$ cat config.mk
export PLATFORM = sky130hd
export DESIGN_NAME = muldiv_unit
export DESIGN_NICKNAME = d
export VERILOG_FILES = /design/src/rtl/muldiv_unit.sv
export SDC_FILE = /design/constraint.sdc
export NUM_CORES = 1
export LEC_CHECK = 0
export CORE_AREA = 2 2 193 195
export DETAILED_ROUTE_END_ITERATION = 10
export DIE_AREA = 0 0 195 197
export DONT_BUFFER_PORTS = 1
export PLACE_DENSITY = 0.68
export SLEW_MARGIN = 40
export SYNTH_ARGS = -nofsm -noshare
export SYNTH_HDL_FRONTEND = slang
export SYNTH_SLANG_ARGS = --single-unit
$ cat constraint.sdc
create_clock -name clk -period 4.5 [get_ports clk]
set_input_delay 0.225 -clock clk [delete_from_list [all_inputs] [get_ports clk]]
set_output_delay 0.225 -clock clk [all_outputs]
set_load 0.02 [all_outputs]
$ cat src/rtl/muldiv_unit.sv
// Iterative multiply/divide unit with architectural HI/LO registers.
// One shift-add (multiply) or restoring shift-subtract (divide) step per
// CALC cycle on operand magnitudes; FIX applies signs and commits HI/LO.
module muldiv_unit #(
    parameter int WIDTH = 32
) (
    input  logic             clk,
    input  logic             rstn,
    input  logic             start,
    input  logic [1:0]       op,
    input  logic [WIDTH-1:0] a,
    input  logic [WIDTH-1:0] b,
    input  logic             hi_we,
    input  logic             lo_we,
    input  logic [WIDTH-1:0] wdata,
    output logic             busy,
    output logic             done,
    output logic             div_zero,
    output logic [WIDTH-1:0] hi,
    output logic [WIDTH-1:0] lo
);
    localparam int CW = $clog2(WIDTH + 1);

    localparam logic [1:0] S_IDLE = 2'd0;
    localparam logic [1:0] S_CALC = 2'd1;
    localparam logic [1:0] S_FIX  = 2'd2;
    localparam logic [1:0] S_DONE = 2'd3;

    logic [1:0]       state;
    logic [CW-1:0]    cnt;
    logic [1:0]       op_r;
    logic [WIDTH-1:0] a_r;     // original dividend, returned as HI on divide-by-zero
    logic [WIDTH-1:0] acc;     // product upper half / partial remainder
    logic [WIDTH-1:0] q;       // multiplier shifting out / quotient shifting in
    logic [WIDTH-1:0] dvs;     // multiplicand / divisor magnitude
    logic             a_neg, b_neg, b_zero;

    // Operand signs only matter for the signed ops (op[0] == 0)
    logic             a_sgn, b_sgn;
    logic [WIDTH-1:0] a_mag, b_mag;
    assign a_sgn = ~op[0] & a[WIDTH-1];
    assign b_sgn = ~op[0] & b[WIDTH-1];
    assign a_mag = a_sgn ? -a : a;
    assign b_mag = b_sgn ? -b : b;

    // One multiply step: conditional add, then shift {acc,q} right
    logic [WIDTH:0] mul_sum;
    assign mul_sum = {1'b0, acc} + ({1'b0, dvs} & {(WIDTH+1){q[0]}});

    // One restoring divide step: shift remainder left, try subtracting divisor
    logic [WIDTH:0] div_sh, div_diff;
    logic           div_ok;
    assign div_sh   = {acc, q[WIDTH-1]};
    assign div_diff = div_sh - {1'b0, dvs};
    assign div_ok   = ~div_diff[WIDTH];

    // Sign-corrected results, consumed only when leaving FIX
    logic [2*WIDTH-1:0] prod;
    assign prod = (a_neg ^ b_neg) ? -{acc, q} : {acc, q};

    assign busy = (state != S_IDLE);
    assign done = (state == S_DONE);

    // Control FSM, datapath iteration and HI/LO commit
    always_ff @(posedge clk) begin
        if (!rstn) begin
            state    <= S_IDLE;
            cnt      <= '0;
            op_r     <= '0;
            a_r      <= '0;
            acc      <= '0;
            q        <= '0;
            dvs      <= '0;
            a_neg    <= 1'b0;
            b_neg    <= 1'b0;
            b_zero   <= 1'b0;
            div_zero <= 1'b0;
            hi       <= '0;
            lo       <= '0;
        end else begin
            case (state)
                S_IDLE: begin
                    if (start) begin
                        state    <= S_CALC;
                        cnt      <= CW'(WIDTH);
                        op_r     <= op;
                        a_r      <= a;
                        acc      <= '0;
                        q        <= a_mag;
                        dvs      <= b_mag;
                        a_neg    <= a_sgn;
                        b_neg    <= b_sgn;
                        b_zero   <= (b == '0);
                        div_zero <= 1'b0;
                    end else begin
                        if (hi_we) hi <= wdata;
                        if (lo_we) lo <= wdata;
                    end
                end
                S_CALC: begin
                    cnt <= cnt - 1'b1;
                    if (cnt == CW'(1)) state <= S_FIX;
                    if (op_r[1]) begin
                        acc <= div_ok ? div_diff[WIDTH-1:0] : div_sh[WIDTH-1:0];
                        q   <= {q[WIDTH-2:0], div_ok};
                    end else begin
                        acc <= mul_sum[WIDTH:1];
                        q   <= {mul_sum[0], q[WIDTH-1:1]};
                    end
                end
                S_FIX: begin
                    state <= S_DONE;
                    if (!op_r[1]) begin
                        {hi, lo} <= prod;
                    end else if (b_zero) begin
                        hi       <= a_r;
                        lo       <= '1;
                        div_zero <= 1'b1;
                    end else begin
                        lo <= (a_neg ^ b_neg) ? -q : q;
                        hi <= a_neg ? -acc : acc;
                    end
                end
                default: state <= S_IDLE;
            endcase
        end
    end
endmodule

==> results.txt <==
Initial DRC Count: 2217
Clock tree skew after final layout: 0.0126 ns
Half-perimeter wire length of the detailed placement result: 46.2 mm
Number of flops mapped to enable cells by yosys: 0
Post-detailed-route wirelength per cell: 23.3 um
Total of cells resized after clock tree synthesis: 0
Fraction of the core area covered by cells at the end of the flow: 50.9%
Vias in the first global route: 16400
Count of state elements after synthesis: 205
Pwr Density: 543 nW/um^2
CTS tree: built
Residual antenna-violating net count after detailed routing: 0
Critical Path Start Type: flop
Total length of routed wires: 63.5 mm
Cts bufs inserted: 24
Cells along the critical path: or4_4 -> or4_1 -> nor3_1 -> buf_4 -> nand3_1 -> o21ai_0 -> mux2i_1 -> a21oi_1 -> o311a_1 -> dlygate4sd3_1
Ratio of cells with drive above 1 in the final layout: 5.96%
Number of maximum-capacitance constraint violations: 0
Most instantiated library cell after synthesis: sky130_fd_sc_hd__nand2_1
Insertion delay of the later-clocked pin in the worst-skew pair: 0.55 ns
CTS H-tree lvls: 1
Final estimated routing congestion in global placement: 0.980
Final Critical Period: 3.93 ns
F_max: 255 MHz
Die X: 195 um
I/O pin total: 170
DRC violations left: 0
Outcome: finished, violations left
Area fraction of the dominant cell type after synthesis: 25.4%
Cell area after synthesis: 16200 um^2
Delay of the slowest critical-path stage: 0.64 ns
GRT Total Usage: 32.1%
CP Max Fanout: 9
Slew at the pin closest to its max-slew limit: 0.910 ns
Pin count of the biggest net entering global routing: 94
Setup-failing EPs final: 0
Total Negative Setup Slacks: 0 ns
Std-Cell Core Area: 36300 um^2
Total Power: 0.0100 W
Critical Path Sink Type: flop
Critical path type: reg -> reg
Worst vdd ir: 293 uV
Average size of a mapped cell: 7.28 um^2
Library cell contributing the largest single delay on the critical path: sky130_fd_sc_hd__or4_1
Worst Hold Margin: -0.0104 ns
Fill cells: 3517
Final Max Slew Viols: 0
Number of nets in the layout: 2410
Synth top cells by count: 269 x sky130_fd_sc_hd__nand2_1, 260 x sky130_fd_sc_hd__a21oi_1, 207 x sky130_fd_sc_hd__nor2_1, 205 x sky130_fd_sc_hd__dfxtp_1, 155 x sky130_fd_sc_hd__o21ai_0
Max transition margin: 39.3%
Predominant post-synthesis flop cell: sky130_fd_sc_hd__dfxtp_1
Cell at the root of the clock tree: sky130_fd_sc_hd__clkbuf_16
RSZ-0062 raised after global routing: false
Vias: 17500
Wire length of the first global-routing pass: 97.0 mm
Clock transition at the registers of the reported paths: 0.06 ns
Synthesized net count: 2399
CTS Buffer Depth: 3
Warning count from the yosys run: 0
Initial antenna violation count: 4
FFs w/ async S/R, synth: 0%
Starting density of the core: 44.6%
Die Outline Area: 38400 um^2
Cells after Synth: 2220
Data required time at the worst endpoint: 4.94 ns
Leading post-synthesis cells by cell area: sky130_fd_sc_hd__dfxtp_1 25%, sky130_fd_sc_hd__a21oi_1 8.1%, sky130_fd_sc_hd__nand2_1 6.2%, sky130_fd_sc_hd__ha_1 5.7%, sky130_fd_sc_hd__xnor2_1 5.3%
Row cnt: 70
Port-buffer cells: 0
Leakage dissipation: 7.12 nW
Detailed-route vias per instance: 6.41
Path class of the lowest-slack min-delay path: in -> reg
Area growth, synth to finish: 14.2%
Post-synth cell types: 78
Ratio of final minimum period to clock period: 87.2%
Vertical die dimension: 197 um
Cell taking the most area after synthesis: sky130_fd_sc_hd__dfxtp_1
Failing checks: hold timing
Final hold violation count: 1
CTS Sinks: 205
Remaining global-route overflow: 0
Number of search-and-repair iterations in the first detailed-routing pass: 8
Arrival time of data at the critical path endpoint: 4.37 ns
Post-synthesis sequential area ratio: 25.4%
-- worst max-delay path: cells and delay by family (launching register included) --
| kind | cells | cell delay [ns] |
|---|---|---|
| muxes | 1 | 0.20 |
| and+or+nand+nor | 4 | 1.80 |
| DFF | 1 | 0.39 |
| buffers and inverters | 2 | 0.72 |
| AOI/OAI and AO/OA | 3 | 0.70 |
-- logic make-up after synthesis --
logic type / synth area share, %
xor+xnor: 9.48
fa+ha+maj: 5.98
flops: 25.4
simple gates: 20.3
buf+inv: 5.47
mux: 4.06
compound gates: 29.3
-- what timing repair did --
| item | in CTS | in global routing |
|---|---|---|
| buffers inserted | 0 | 0 |
| hold buffers | 92 | 0 |
| hold endpoints to repair | 135 | 0 |
-- routing by layer --
metal	part of all wire (%)	vias to the layer above	track usage [%]
met5	0	-	0
met4	6.0	0	17.3
met3	11	201	7.77
met2	44	1035	51.5
met1	39	8147	39.8
li1	-	8067	-
-- registers in the layout (all words and copies together), names as in the netlist --
| register | flops |
|---|---|
| b_zero | 1 |
| q | 32 |
| op_r | 1 |
| dvs | 32 |
| div_zero | 1 |
| b_neg | 1 |
| cnt | 6 |
| state | 2 |
| lo | 32 |
| acc | 32 |
| a_neg | 1 |
| a_r | 32 |
| hi | 32 |
-- metrics by stage --
stage / hold WS, ns / instances / cell area (um^2) / worst slack [ns]
after floorplan: 0.361 / 2220 / 16200 / 1.24
after global placement: 0.358 / 2581 / 16600 / 0.824
after detailed placement: 0.364 / 2581 / 16600 / 0.791
after CTS: 0.000146 / 2717 / 18400 / 0.626
after global routing: 0.0183 / 2719 / 18500 / 0.369
final: -0.0104 / 2721 / 18500 / 0.574
-- cells in the final DEF, fill, tap and decap left out, drive strengths merged, types with 10 or more instances in the layout --
cell,instances
nand2b,21
xor2,78
o31ai,19
a21oi,260
o221ai,38
inv,73
xnor2,97
or4,13
dfxtp,205
buf,52
ha,74
and3,13
o21ai,156
a211oi,56
nor3,56
nor4,19
mux2i,60
a22oi,17
a21o,29
nand4,15
a31oi,20
nand3,34
o21bai,11
dlygate4sd3,91
nor2,207
o211ai,53
nand2,269
o21a,10
clkbuf,26
or3,25
-- worst paths after layout --
path	from	cells after the start	slack (ns)	endpoint
worst max register to register	q[10]	10	0.57	hi[10]
worst min-delay path	b[23]	2	-0.01	dvs[23]
worst max-delay path	q[10]	10	0.57	hi[10]
worst min register to register	a_r[9]	2	0.46	a_r[9]
-- layout make-up --
cell class	count	area (um^2)	share of cell area, %
Multi-Input combinational cell	1784	11200	60.9
Antenna cell	4	10.0	0.0542
Inverter	73	277	1.50
Tap cell	468	586	3.17
Timing Repair Buffer	143	1320	7.14
Clock inverter	18	279	1.51
Sequential cell	205	4110	22.3
Clock buffer	26	639	3.46
-- where the power goes --
part / switching, W / total (W) / leakage [nW] / internal, W
clock: 0.000890 / 0.00228 / 0.433 / 0.00139
combinational: 0.00309 / 0.00473 / 5.01 / 0.00164
sequential: 0.000750 / 0.00302 / 1.68 / 0.00227
(Power assumes the default switching activity.)
